### src/rtl/mem_loader_if.sv
// rtl/mem_loader_if.sv - byte stream in and byte write port out for the serial memory loader
interface mem_loader_if #(
    parameter int unsigned ADDR_WIDTH = 16
);
    logic [7:0]            rx_data;
    logic                  rx_valid;
    logic                  rx_ready;
    logic [ADDR_WIDTH-1:0] mem_addr;
    logic [7:0]            mem_wdata;
    logic                  mem_we;

    // master: the loader side; slave: the byte source and RAM side
    modport master (
        input  rx_data, rx_valid,
        output rx_ready, mem_addr, mem_wdata, mem_we
    );

    modport slave (
        output rx_data, rx_valid,
        input  rx_ready, mem_addr, mem_wdata, mem_we
    );
endinterface

### src/rtl/mem_loader.sv
// rtl/mem_loader.sv - framed serial byte stream to RAM loader (SYNC, ADDR, LEN, DATA[LEN], CSUM)
module mem_loader #(
    parameter int unsigned ADDR_WIDTH     = 16,
    parameter logic [7:0]  SYNC_BYTE      = 8'h55,
    parameter int unsigned TIMEOUT_CYCLES = 25_000_000
) (
    input  logic              clk,
    input  logic              rst_n,
    mem_loader_if.master      bus,
    output logic              busy,
    output logic              frame_ok,
    output logic              frame_err,
    output logic [1:0]        err_code
);

    typedef enum logic [2:0] {
        IDLE, ADDR_H, ADDR_L, LEN_H, LEN_L, DATA, WRITE, CSUM
    } state_t;

    state_t                state, state_nxt;
    logic [7:0]            addr_hi;
    logic [ADDR_WIDTH-1:0] addr;
    logic [15:0]           len;
    logic [7:0]            sum;
    logic [31:0]           tcnt;
    logic [ADDR_WIDTH-1:0] mem_addr_q;
    logic [7:0]            mem_wdata_q;

    logic                  accept;
    logic                  timeout;
    logic [7:0]            sum_nxt;
    logic [15:0]           len_hdr;

    assign accept  = bus.rx_valid && bus.rx_ready;
    assign timeout = (state != IDLE) && (state != WRITE) && (tcnt == TIMEOUT_CYCLES - 1);
    assign sum_nxt = sum + bus.rx_data;
    assign len_hdr = {len[15:8], bus.rx_data};

    // Strobe and handshake are decoded from state so reset removes them immediately
    assign bus.rx_ready  = (state != WRITE);
    assign bus.mem_we    = (state == WRITE);
    assign bus.mem_addr  = mem_addr_q;
    assign bus.mem_wdata = mem_wdata_q;
    assign busy          = (state != IDLE);

    always_ff @(posedge clk or negedge rst_n) begin
        if (!rst_n) begin
            state <= IDLE;
        end else begin
            state <= state_nxt;
        end
    end

    always_comb begin
        state_nxt = state;
        case (state)
            IDLE:   if (accept && bus.rx_data == SYNC_BYTE) state_nxt = ADDR_H;
            ADDR_H: if (accept) state_nxt = ADDR_L;
            ADDR_L: if (accept) state_nxt = LEN_H;
            LEN_H:  if (accept) state_nxt = LEN_L;
            LEN_L:  if (accept) state_nxt = (len_hdr == 16'd0) ? CSUM : DATA;
            DATA:   if (accept) state_nxt = WRITE;
            WRITE:  state_nxt = (len == 16'd1) ? CSUM : DATA;
            CSUM:   if (accept) state_nxt = IDLE;
            default: state_nxt = IDLE;
        endcase
        // A timeout wins over a byte arriving in the same cycle; that byte is lost
        if (timeout) state_nxt = IDLE;
    end

    always_ff @(posedge clk or negedge rst_n) begin
        if (!rst_n) begin
            addr_hi     <= 8'd0;
            addr        <= '0;
            len         <= 16'd0;
            sum         <= 8'd0;
            tcnt        <= 32'd0;
            mem_addr_q  <= '0;
            mem_wdata_q <= 8'd0;
            frame_ok    <= 1'b0;
            frame_err   <= 1'b0;
            err_code    <= 2'd0;
        end else begin
            frame_ok  <= 1'b0;
            frame_err <= 1'b0;

            if (state == IDLE || accept) begin
                tcnt <= 32'd0;
            end else if (state != WRITE) begin
                tcnt <= tcnt + 1'b1;
            end

            if (timeout) begin
                frame_err <= 1'b1;
                err_code  <= 2'd2;
            end else begin
                case (state)
                    IDLE: if (accept && bus.rx_data == SYNC_BYTE) begin
                        sum      <= 8'd0;
                        err_code <= 2'd0;
                    end
                    ADDR_H: if (accept) begin
                        addr_hi <= bus.rx_data;
                        sum     <= sum_nxt;
                    end
                    ADDR_L: if (accept) begin
                        addr <= ADDR_WIDTH'({addr_hi, bus.rx_data});
                        sum  <= sum_nxt;
                    end
                    LEN_H: if (accept) begin
                        len[15:8] <= bus.rx_data;
                        sum       <= sum_nxt;
                    end
                    LEN_L: if (accept) begin
                        len <= len_hdr;
                        sum <= sum_nxt;
                    end
                    DATA: if (accept) begin
                        mem_addr_q  <= addr;
                        mem_wdata_q <= bus.rx_data;
                        sum         <= sum_nxt;
                    end
                    WRITE: begin
                        addr <= addr + 1'b1;
                        len  <= len - 1'b1;
                    end
                    CSUM: if (accept) begin
                        sum <= sum_nxt;
                        if (sum_nxt == 8'd0) begin
                            frame_ok <= 1'b1;
                        end else begin
                            frame_err <= 1'b1;
                            err_code  <= 2'd1;
                        end
                    end
                    default: ;
                endcase
            end
        end
    end

endmodule

### src/flat_wrapper.sv
// flat-port wrapper written by rule: the top's interface ports become plain ports
module mem_loader_flat 
#(
    parameter int unsigned ADDR_WIDTH     = 16,
    parameter logic [7:0]  SYNC_BYTE      = 8'h55,
    parameter int unsigned TIMEOUT_CYCLES = 25_000_000
)
  (clk, rst_n, busy, frame_ok, frame_err, err_code, bus_rx_data, bus_rx_valid, bus_rx_ready, bus_mem_addr, bus_mem_wdata, bus_mem_we);
  mem_loader_if #(.ADDR_WIDTH(ADDR_WIDTH)) bus_i ();
  input  logic clk;
  input  logic rst_n;
  output logic busy;
  output logic frame_ok;
  output logic frame_err;
  output logic [1:0] err_code;
  input wire logic [$bits(bus_i.rx_data)-1:0] bus_rx_data;
  input wire logic [$bits(bus_i.rx_valid)-1:0] bus_rx_valid;
  output wire logic [$bits(bus_i.rx_ready)-1:0] bus_rx_ready;
  output wire logic [$bits(bus_i.mem_addr)-1:0] bus_mem_addr;
  output wire logic [$bits(bus_i.mem_wdata)-1:0] bus_mem_wdata;
  output wire logic [$bits(bus_i.mem_we)-1:0] bus_mem_we;
  assign bus_i.rx_data = bus_rx_data;
  assign bus_i.rx_valid = bus_rx_valid;
  assign bus_rx_ready = bus_i.rx_ready;
  assign bus_mem_addr = bus_i.mem_addr;
  assign bus_mem_wdata = bus_i.mem_wdata;
  assign bus_mem_we = bus_i.mem_we;
  mem_loader #(.ADDR_WIDTH(ADDR_WIDTH), .SYNC_BYTE(SYNC_BYTE), .TIMEOUT_CYCLES(TIMEOUT_CYCLES)) u_core (.clk(clk), .rst_n(rst_n), .bus(bus_i), .busy(busy), .frame_ok(frame_ok), .frame_err(frame_err), .err_code(err_code));
endmodule
### config.mk
export PLATFORM = sky130hd
export DESIGN_NAME = mem_loader_flat
export DESIGN_NICKNAME = d
export VERILOG_FILES = /design/src/rtl/mem_loader_if.sv /design/src/rtl/mem_loader.sv /design/src/flat_wrapper.sv
export SDC_FILE = /design/constraint.sdc
export NUM_CORES = 1
export LEC_CHECK = 0
export ABC_CLOCK_PERIOD_IN_PS = 2000
export CAP_MARGIN = 0
export CORE_UTILIZATION = 54
export DETAILED_ROUTE_END_ITERATION = 8
export PLACE_DENSITY_LB_ADDON = 0.12
export SLEW_MARGIN = 10
export SYNTH_ARGS = -nofsm -noshare
export SYNTH_HDL_FRONTEND = slang
export SYNTH_SLANG_ARGS = --single-unit
### constraint.sdc
create_clock -name clk -period 2 [get_ports clk]
set_input_delay 0.6 -clock clk [delete_from_list [all_inputs] [get_ports clk]]
set_output_delay 0.6 -clock clk [all_outputs]
set_load 0.01 [all_outputs]
Word level (Yosys, flattened, before mapping)
Cells that the tools add are included.
- bits in registers: 111
- input bits: 11
- word-level logic and storage cells: 101
- add/sub/neg operators: 4
- equal/unequal tests: 24
- muxes and demuxes: 35
- bitwise logic cells: 2
- reductions and logical operators: 24
- operator list (cell ; number):
    $mux W32 ; 2
    $add A32 B1 Y32 const B ; 1
    $eq A32 B25 Y1 const B ; 1
    $mux W8 ; 4
    $pmux W16 S2 ; 1
    $pmux W8 S2 ; 2
    $mux W3 ; 8
    $pmux W3 S8 ; 1
    $pmux W8 S3 ; 1
    $ne A3 B1 Y1 const B ; 7
    $add A16 B1 Y16 const B ; 1
    $eq A16 B1 Y1 const B ; 1
    $logic_not A16 Y1 ; 1
    $mux W16 ; 1
    $sub A16 B1 Y16 const B ; 1
    $eq A3 B3 Y1 const B ; 4
    $mux W2 ; 6
    $reduce_and A3 Y1 ; 4
    $reduce_and A4 Y1 ; 3
    $ne A2 B1 Y1 const B ; 5
    $reduce_bool A2 Y1 ; 5
    $add A8 B8 Y8 ; 1
    $eq A8 B7 Y1 const B ; 1
    $logic_not A8 Y1 ; 1
    other kinds (13) ; 26

Depth between registers and ports, before layout
Gate-level depths: netlist of the first run.
- word-level depth: 6
- gate-level depth with buffers: 8
- mapped depth without buffers: 7

Least setup slack after synthesis of the first run
OpenSTA, ideal clock, no wires.
- kind: in2reg
- from: in bus_rx_data[0]
- to: reg u_core.err_code[1]
- library setup time: 0.126 ns
- data arrival time: 2.303 ns
- data required time: 1.874 ns
- setup slack: -0.429 ns
- cell stages on the path: 7
- buffers on the path: 0
- cells stage by stage: ha_1 -> fa_1 -> a211oi_1 -> or2_2 -> a311oi_1 -> and4_1 -> a311o_1
- word-level cells in the longest chain between the ends: 4
- ends and longest elaborated chain (element ; RTL line ; text):
    start: declaration ; flat_wrapper.sv:16 ; input wire logic [$bits(bus_i.rx_data)-1:0] bus_rx_data;
    $add A8 B8 Y8 / $eq A8 B7 Y1 (equally long branches) ; mem_loader.sv:36, mem_loader.sv:98 ;
    $logic_not A8 Y1 / $logic_and A1 B1 Y1 (equally long branches) ; mem_loader.sv:129, mem_loader.sv:98 ;
    $ne A3 B2 Y1 (no line) / $ne A3 B1 Y1 (equally long branches) ; -- ;
    $reduce_and A4 Y1 (no line) * ; -- ;
    end signal: assignment ; mem_loader.sv:82 ; err_code <= 2'd0;
    end signal: assignment ; mem_loader.sv:95 ; err_code <= 2'd2;
    end signal: assignment ; mem_loader.sv:133 ; err_code <= 2'd1;
    end: declaration ; mem_loader.sv:13 ; output logic [1:0] err_code
Mark *: on every way between the ends. The rest lies on a longest branch, timed or not.
A chain may end at the register's enable or synchronous reset.

Worst setup path in the final report of the first run
- from: reg u_core.sum[0]
- to: reg u_core.err_code[1]
- word-level cells in the longest chain between the ends: 4
- ends and longest elaborated chain (element ; RTL line ; text):
    start: declaration ; mem_loader.sv:24 ; logic [7:0] sum;
    start signal: assignment ; mem_loader.sv:104 ; sum <= sum_nxt;
    start signal: assignment ; mem_loader.sv:108 ; sum <= sum_nxt;
    start signal: assignment ; mem_loader.sv:112 ; sum <= sum_nxt;
    $add A8 B8 Y8 ; mem_loader.sv:36 ; assign sum_nxt = sum + bus.rx_data;
    $logic_not A8 Y1 ; mem_loader.sv:129 ; if (sum_nxt == 8'd0) begin
    $ne A3 B2 Y1 (no line) ; -- ;
    $reduce_and A4 Y1 (no line) ; -- ;
No other way between the ends.

==> results.yml, run 1 <==
cts:
  clk_pin_slew_worst_paths_ns: 0.08
  cts_inserted_buffers: 9
  cts_hold_buf: 0
  cts.sinks: 111
  tritoncts: "done"
  clock-root-buffer: "clkbuf_16"
  htree_levels: 3
  clk_latency_ns: 0.36
  cts_max_path_buffers: 2
sta:
  worst_slack_ns: -0.1952
  timing.slew.headroom: 0.6124
  setup_violations: 46
  hold_violations: 0
  worst_pin_slew_ns: 0.5813
  drv_slew: 0
  fin_crit_sh: 1.098
  fin_skew_ns: 0.01149
  fin_crit_ns: 2.195
  clock.fmax_mhz: 455.5
  rsz0062_at_grt: "yes"
critical_path:
  ff2ff_setup_slack_ns: -0.20
  worstReg2RegEnd: "u_core.err_code[1]"
  cpLargestDelayFamily: "compound AO/OA/AOI/OAI gates"
  start_kind: "register"
  crit_path_end_kind: "register"
  path_buf_inv: 0
  cpMaxStageDelayCell: "dfrtp_1"
  max_stage_delay_ns: 0.42
  ff2ff_path_depth: 7
  path_max_fanout: 3
  worst_ep_arrival_time_ns: 2.50
  path_cells: "ha_4 > fa_2 > a211oi_4 > nor4b_2 > a311oi_4 > and4_1 > a311o_1"
  critical_path_class: "reg2reg"
  r2r-start: "u_core.sum[0]"
  crit_required_ns: 2.31
synth:
  syn-num-nets: 653
  yosys_register_bits: 111
  seq_area_frac_synth: 0.4435
  synth_cell_types: 79
  postSynth.asyncResetShare: 1.000
  syn_inst: 630
  syn_area_per_cell_um2: 9.942
  syn-cell-area_mm2: 0.006264
  synth-edff-count: 0
  synth_flop_cell: "dfrtp_1"
  synth_warnings: 0
finish:
  area_growth_pct: 44.49
  fin_nets: 828
  drive_above_1_share: 0.3704
  num-fill-cells: 619
  antenna_cells: 0
  fin_area_mm2: 0.009050
drt:
  drtAntennaViolNets: 0
  drt-initial-drc-count: 475
  wl_um: 19400
  wl_per_cell_um: 20.42
  drc: 0
  firstDrtPassIters: 5
  vias_per_cell: 6.436
  vias: 6114
run_status:
  status: "finished, violations left"
  violations: "negative setup slack"
global_routing:
  overflow: 0
  antenna_found_initial: 0
  grt_max_degree: 59
  grt_usage: 0.3203
  grt_pass1_wl_um: 29080
  grt_pass1_vias: 5781
pwr:
  switching_share: 0.3879
  clockPowerShare: 0.163
  power.leakage_uw: 0.003928
  p_sw_uw: 4748
  p_comb_frac: 0.533
  p_int_uw: 7493
  ir_worst_vdd_v: 0.001166
  p_per_area_mw_per_mm2: 1353
  seqPwrFrac: 0.304
die:
  ios: 42
  die_area_mm2: 0.01203
  start_util: 0.5654
  core_mm2: 0.01108
  rows: 38
  die_h_um: 109.7
  die_w_um: 109.7
placement:
  io_buffer_count: 41
  hpwl_um: 12070
  place_ws_ns: -0.9600
  placed_area_mm2: 0.007796
  gp_congestion: 0.8773
min_path:
  hold_path_class: "in2async"
flow_run:
  cap_violations: 0
==> synth_stat cells, drive strengths merged, types with 5 or more instances <==
cell type    n  area (um2)
dfrtp      111        2778
and3         9       56.30
nand3       22       110.1
nor2        61       229.0
o22ai        5       31.28
nand4       12       90.09
buf          8       56.29
a21oi       17       88.84
xnor2       14       122.6
or4          6       48.80
a22o         5       43.79
a211oi      17       127.6
mux2        35       394.1
nand2       48       180.2
a31oi       13       81.33
inv         22       82.58
clkbuf      21       78.83
ha          11       137.6
o31ai       16       133.9
and4         5       43.79
o21ai       32       163.9
nor3        10       55.05
o22a        10       87.58
xor2        18       157.7
o211ai      16       120.1
nor4        20       173.9
==> power groups by stage <==
| stage | sequential, uW | clock [uW] | combinational, uW |
|---|---|---|---|
| floorplan | 3680 | 0 | 3020 |
| global placement | 3620 | 0 | 5060 |
| detailed placement | 3660 | 0 | 5200 |
| CTS | 3660 | 2020 | 5700 |
| global route | 3810 | 2100 | 6960 |
| finish | 3720 | 2000 | 6520 |
==> layout make-up <==
type                            instances  area, um2  share of cell area
Inverter                               22      85.08            0.009401
Sequential cell                       111       2779              0.3071
Multi-Input combinational cell        468       3910              0.4320
Tap cell                              140      175.2             0.01936
Clock buffer                            9      225.2             0.02489
Timing Repair Buffer                  193       1772              0.1958
Clock inverter                          7      103.9             0.01148
==> per-layer routing <==
metal	vias up	wire length (um)	track usage
met1	3033	7866	0.4107
met4	0	705	0.1133
met5	-	0	0
li1	2730	-	-
met3	58	1340	0.06461
met2	293	9486	0.5382
==> worst max-delay path by stage <==
| stage | startpoint | slack, ns | depth (start not counted) | endpoint |
|---|---|---|---|---|
| after floorplan | bus_rx_data[0] | -0.28 | 7 | u_core.err_code[1] |
| after CTS | u_core.tcnt[7] | -0.13 | 7 | u_core.bus.mem_wdata[1] |
| after global placement | bus_rx_data[0] | -0.93 | 8 | u_core.err_code[0] |
| final | u_core.sum[0] | -0.20 | 7 | u_core.err_code[1] |
| after detailed placement | bus_rx_data[0] | -0.96 | 8 | u_core.err_code[0] |
| after global routing | u_core.sum[0] | -0.26 | 8 | u_core.err_code[1] |
==> registers in the layout, summed over array words and instances, names as in the netlist <==
| name | cells |
|---|---|
| u_core.addr | 16 |
| u_core.len | 16 |
| u_core.state | 3 |
| u_core.addr_hi | 8 |
| u_core.bus.mem_addr | 16 |
| u_core.tcnt | 32 |
| u_core.bus.mem_wdata | 8 |
| u_core.frame_ok | 1 |
| u_core.err_code | 2 |
| u_core.frame_err | 1 |
| u_core.sum | 8 |
==> through the flow <==
| step | hold slack [ns] | power, uW | setup TNS, ns | util | instances |
|---|---|---|---|---|---|
| after CTS | 0.08315 | 11390 | -3.532 | 0.7746 | 935 |
| final | 0.08085 | 12240 | -4.205 | 0.8169 | 950 |
| after global routing | 0.08699 | 12870 | -9.667 | 0.8169 | 950 |
| after detailed placement | 0.4692 | 8857 | -24.35 | 0.7038 | 899 |
| after global placement | 0.4654 | 8683 | -21.74 | 0.7038 | 899 |
| after floorplan | 0.3044 | 6699 | -4.361 | - | 630 |
==> cell families after synthesis <==
family          after synthesis  synth area share
simple gates                216            0.1900
compound gates              173            0.1990
flops                       111            0.4435
buf+inv                      51           0.03476
mux                          35           0.06292
xor+xnor                     32           0.04475
fa+ha+maj                    12           0.02517
==> cells in the final DEF (no fill, tap or decap), drive strengths merged, types with 11 or more instances in the layout <==
master / instances
ha: 11
a31oi: 13
o211ai: 16
nor4: 20
clkdlybuf4s50: 29
a21oi: 17
nor2: 61
nand4: 12
xor2: 18
xnor2: 14
nand3: 22
nand2: 48
dfrtp: 111
mux2: 35
a211oi: 17
o31ai: 16
inv: 24
o21ai: 32
buf: 153
==> repair_timing <==
action / in CTS / in global routing
setup buffers: 17 / 14
endpoints found under the setup margin: 70 / 83
gates cloned: 4 / 3
gates resized for setup: 67 / 77
pin swaps: 39 / 35
Power figures use the tool's default switching activity.
==> run 2: changes to the inputs <==
- SKIP_CTS_REPAIR_TIMING: not set -> 1
==> run 2 against run 1 <==
Effect of this change:
- the run still ends with negative setup slack left
- first-iteration DRC count grew 22%
- clock-buffer cell count is the same
- worst setup slack lost 0.0045 ns
- hold slack gained 0.0065 ns
- final area shrank 2.0%
- die area is the same
- critical path depth is the same
- sequential power is essentially flat
- routed wire length shrank 2.2%
- global-route usage shrank 2.0 points
- highest routed layer unchanged
==> results.yml, run 2 (same netlist as run 1, synthesis figures left out) <==
run_status:
  status: "finished, violations left"
  violations: "negative setup slack"
placement:
  hpwl_um: 12070
  io_buffer_count: 41
  place_ws_ns: -0.9600
  gp_congestion: 0.8773
finish:
  antenna_cells: 0
  num-fill-cells: 666
  largest_reg_flops: 32
  final_cell_mix: "113 x buf_4, 110 x dfrtp_1, 58 x nor2_1"
  regMostFlops: "u_core.tcnt"
  drive_above_1_share: 0.3421
  final_common_cell: "buf_4"
  area_growth_pct: 41.53
  fin_nets: 816
sta:
  clock.fmax_mhz: 454.6
  hold_violations: 0
  setup_tns_ns: -6.590
  worst_slack_ns: -0.1997
  drv_slew: 0
  timing.slew.headroom: 0.5120
  setup_violations: 63
  fin_crit_sh: 1.100
  fin_crit_ns: 2.200
  rsz0062_at_grt: "yes"
  fin_skew_ns: 0.01305
  worst_pin_slew_ns: 0.7320
drt:
  vias: 5990
  vias_per_cell: 6.386
  drc: 0
  drtAntennaViolNets: 0
  wl_per_cell_um: 20.23
  wl_um: 18980
  firstDrtPassIters: 5
  drt-initial-drc-count: 578
die:
  start_util: 0.5654
  ios: 42
  die_h_um: 109.7
  rows: 38
  core_mm2: 0.01108
  die_area_mm2: 0.01203
  die_w_um: 109.7
critical_path:
  ff2ff_path_depth: 7
  path_max_fanout: 3
  worstReg2RegEnd: "u_core.err_code[0]"
  ff2ff_setup_slack_ns: -0.20
  worst_ep_arrival_time_ns: 2.43
  crit_path_end_kind: "register"
  critical_path_class: "reg2reg"
  r2r-start: "u_core.sum[0]"
  start_kind: "register"
  crit_required_ns: 2.23
global_routing:
  grt_pass1_vias: 5621
  grt_usage: 0.3007
  antenna_found_initial: 0
  overflow: 0
  grt_max_degree: 59
  grt_pass1_wl_um: 27490
cts:
  clk_pin_slew_worst_paths_ns: 0.07
  clock-root-buffer: "clkbuf_16"
  htree_levels: 3
  tritoncts: "done"
  cts.sinks: 111
  cts_inserted_buffers: 9
  cts_max_path_buffers: 2
  clk_latency_ns: 0.36
pwr:
  p_per_area_mw_per_mm2: 1340
  fin_total_pwr_uw: 11870
  power.leakage_uw: 0.003873
  ir_worst_vdd_v: 0.001292
min_path:
  hold_path_class: "in2async"
flow_run:
  cap_violations: 0
## run 2: changes by cell type in the layout (fill, tap and decap cells not counted), sizes merged
cell / change
clkinv: +1
bufbuf: -1
inv: -1
clkbuf: +1
buf: -13
clkdlybuf4s15: -1
dlymetal6s2s: +10
dlygate4sd2: -8
## run 2: layout make-up
type | count | area, um2 | area share
Clock inverter | 7 | 103.9 | 0.01171
Timing Repair Buffer | 181 | 1667 | 0.1880
Sequential cell | 111 | 2779 | 0.3135
Inverter | 22 | 87.58 | 0.009880
Clock buffer | 9 | 225.2 | 0.02541
Tap cell | 140 | 175.2 | 0.01976
Multi-Input combinational cell | 468 | 3827 | 0.4318
## run 2: per-layer routing
layer,part of all wire,track usage,routed length (um),vias up
met1,0.42,0.3882,7915,2983
met2,0.50,0.5072,9496,258
met3,0.062,0.06283,1178,44
met4,0.020,0.09238,384,0
li1,-,-,-,2705
met5,0,0,0,-
## run 2: worst max-delay path by stage
stage              startpoint                  to  slack [ns]  cells past startpoint
4_1_cts        bus_rx_data[0]  u_core.err_code[0]       -0.59                      8
2_1_floorplan  bus_rx_data[0]  u_core.err_code[1]       -0.28                      7
5_1_grt         u_core.sum[0]  u_core.err_code[0]       -0.28                      7
6_report        u_core.sum[0]  u_core.err_code[0]       -0.20                      7
3_5_place_dp   bus_rx_data[0]  u_core.err_code[0]       -0.96                      8
3_3_place_gp   bus_rx_data[0]  u_core.err_code[0]       -0.93                      8
## run 2: critical path: stages (launching register included)
cell      delay (ns)
dfrtp_1         0.42
ha_4            0.18
fa_2            0.37
a211oi_4        0.30
nor4b_2         0.11
a311oi_4        0.32
and4_1          0.27
o21ai_0         0.10
## run 2: report_power, final
| part | internal [uW] | switching (uW) | total, uW |
|---|---|---|---|
| registers | 3030 | 688 | 3720 |
| clock network | 1110 | 884 | 2000 |
| logic | 3120 | 3040 | 6160 |
| total | 7260 | 4620 | 11900 |
## run 2: stage by stage
| stage | instances | area, um2 | hold slack (ns) | utilization |
|---|---|---|---|---|
| after detailed placement | 899 | 7796 | 0.4692 | 0.7038 |
| after CTS | 915 | 8125 | 0.08315 | 0.7335 |
| after global routing | 938 | 8865 | 0.08307 | 0.8002 |
| after floorplan | 630 | 6431 | 0.3044 | - |
| after global placement | 899 | 7796 | 0.4654 | 0.7038 |
| final | 938 | 8865 | 0.08734 | 0.8002 |
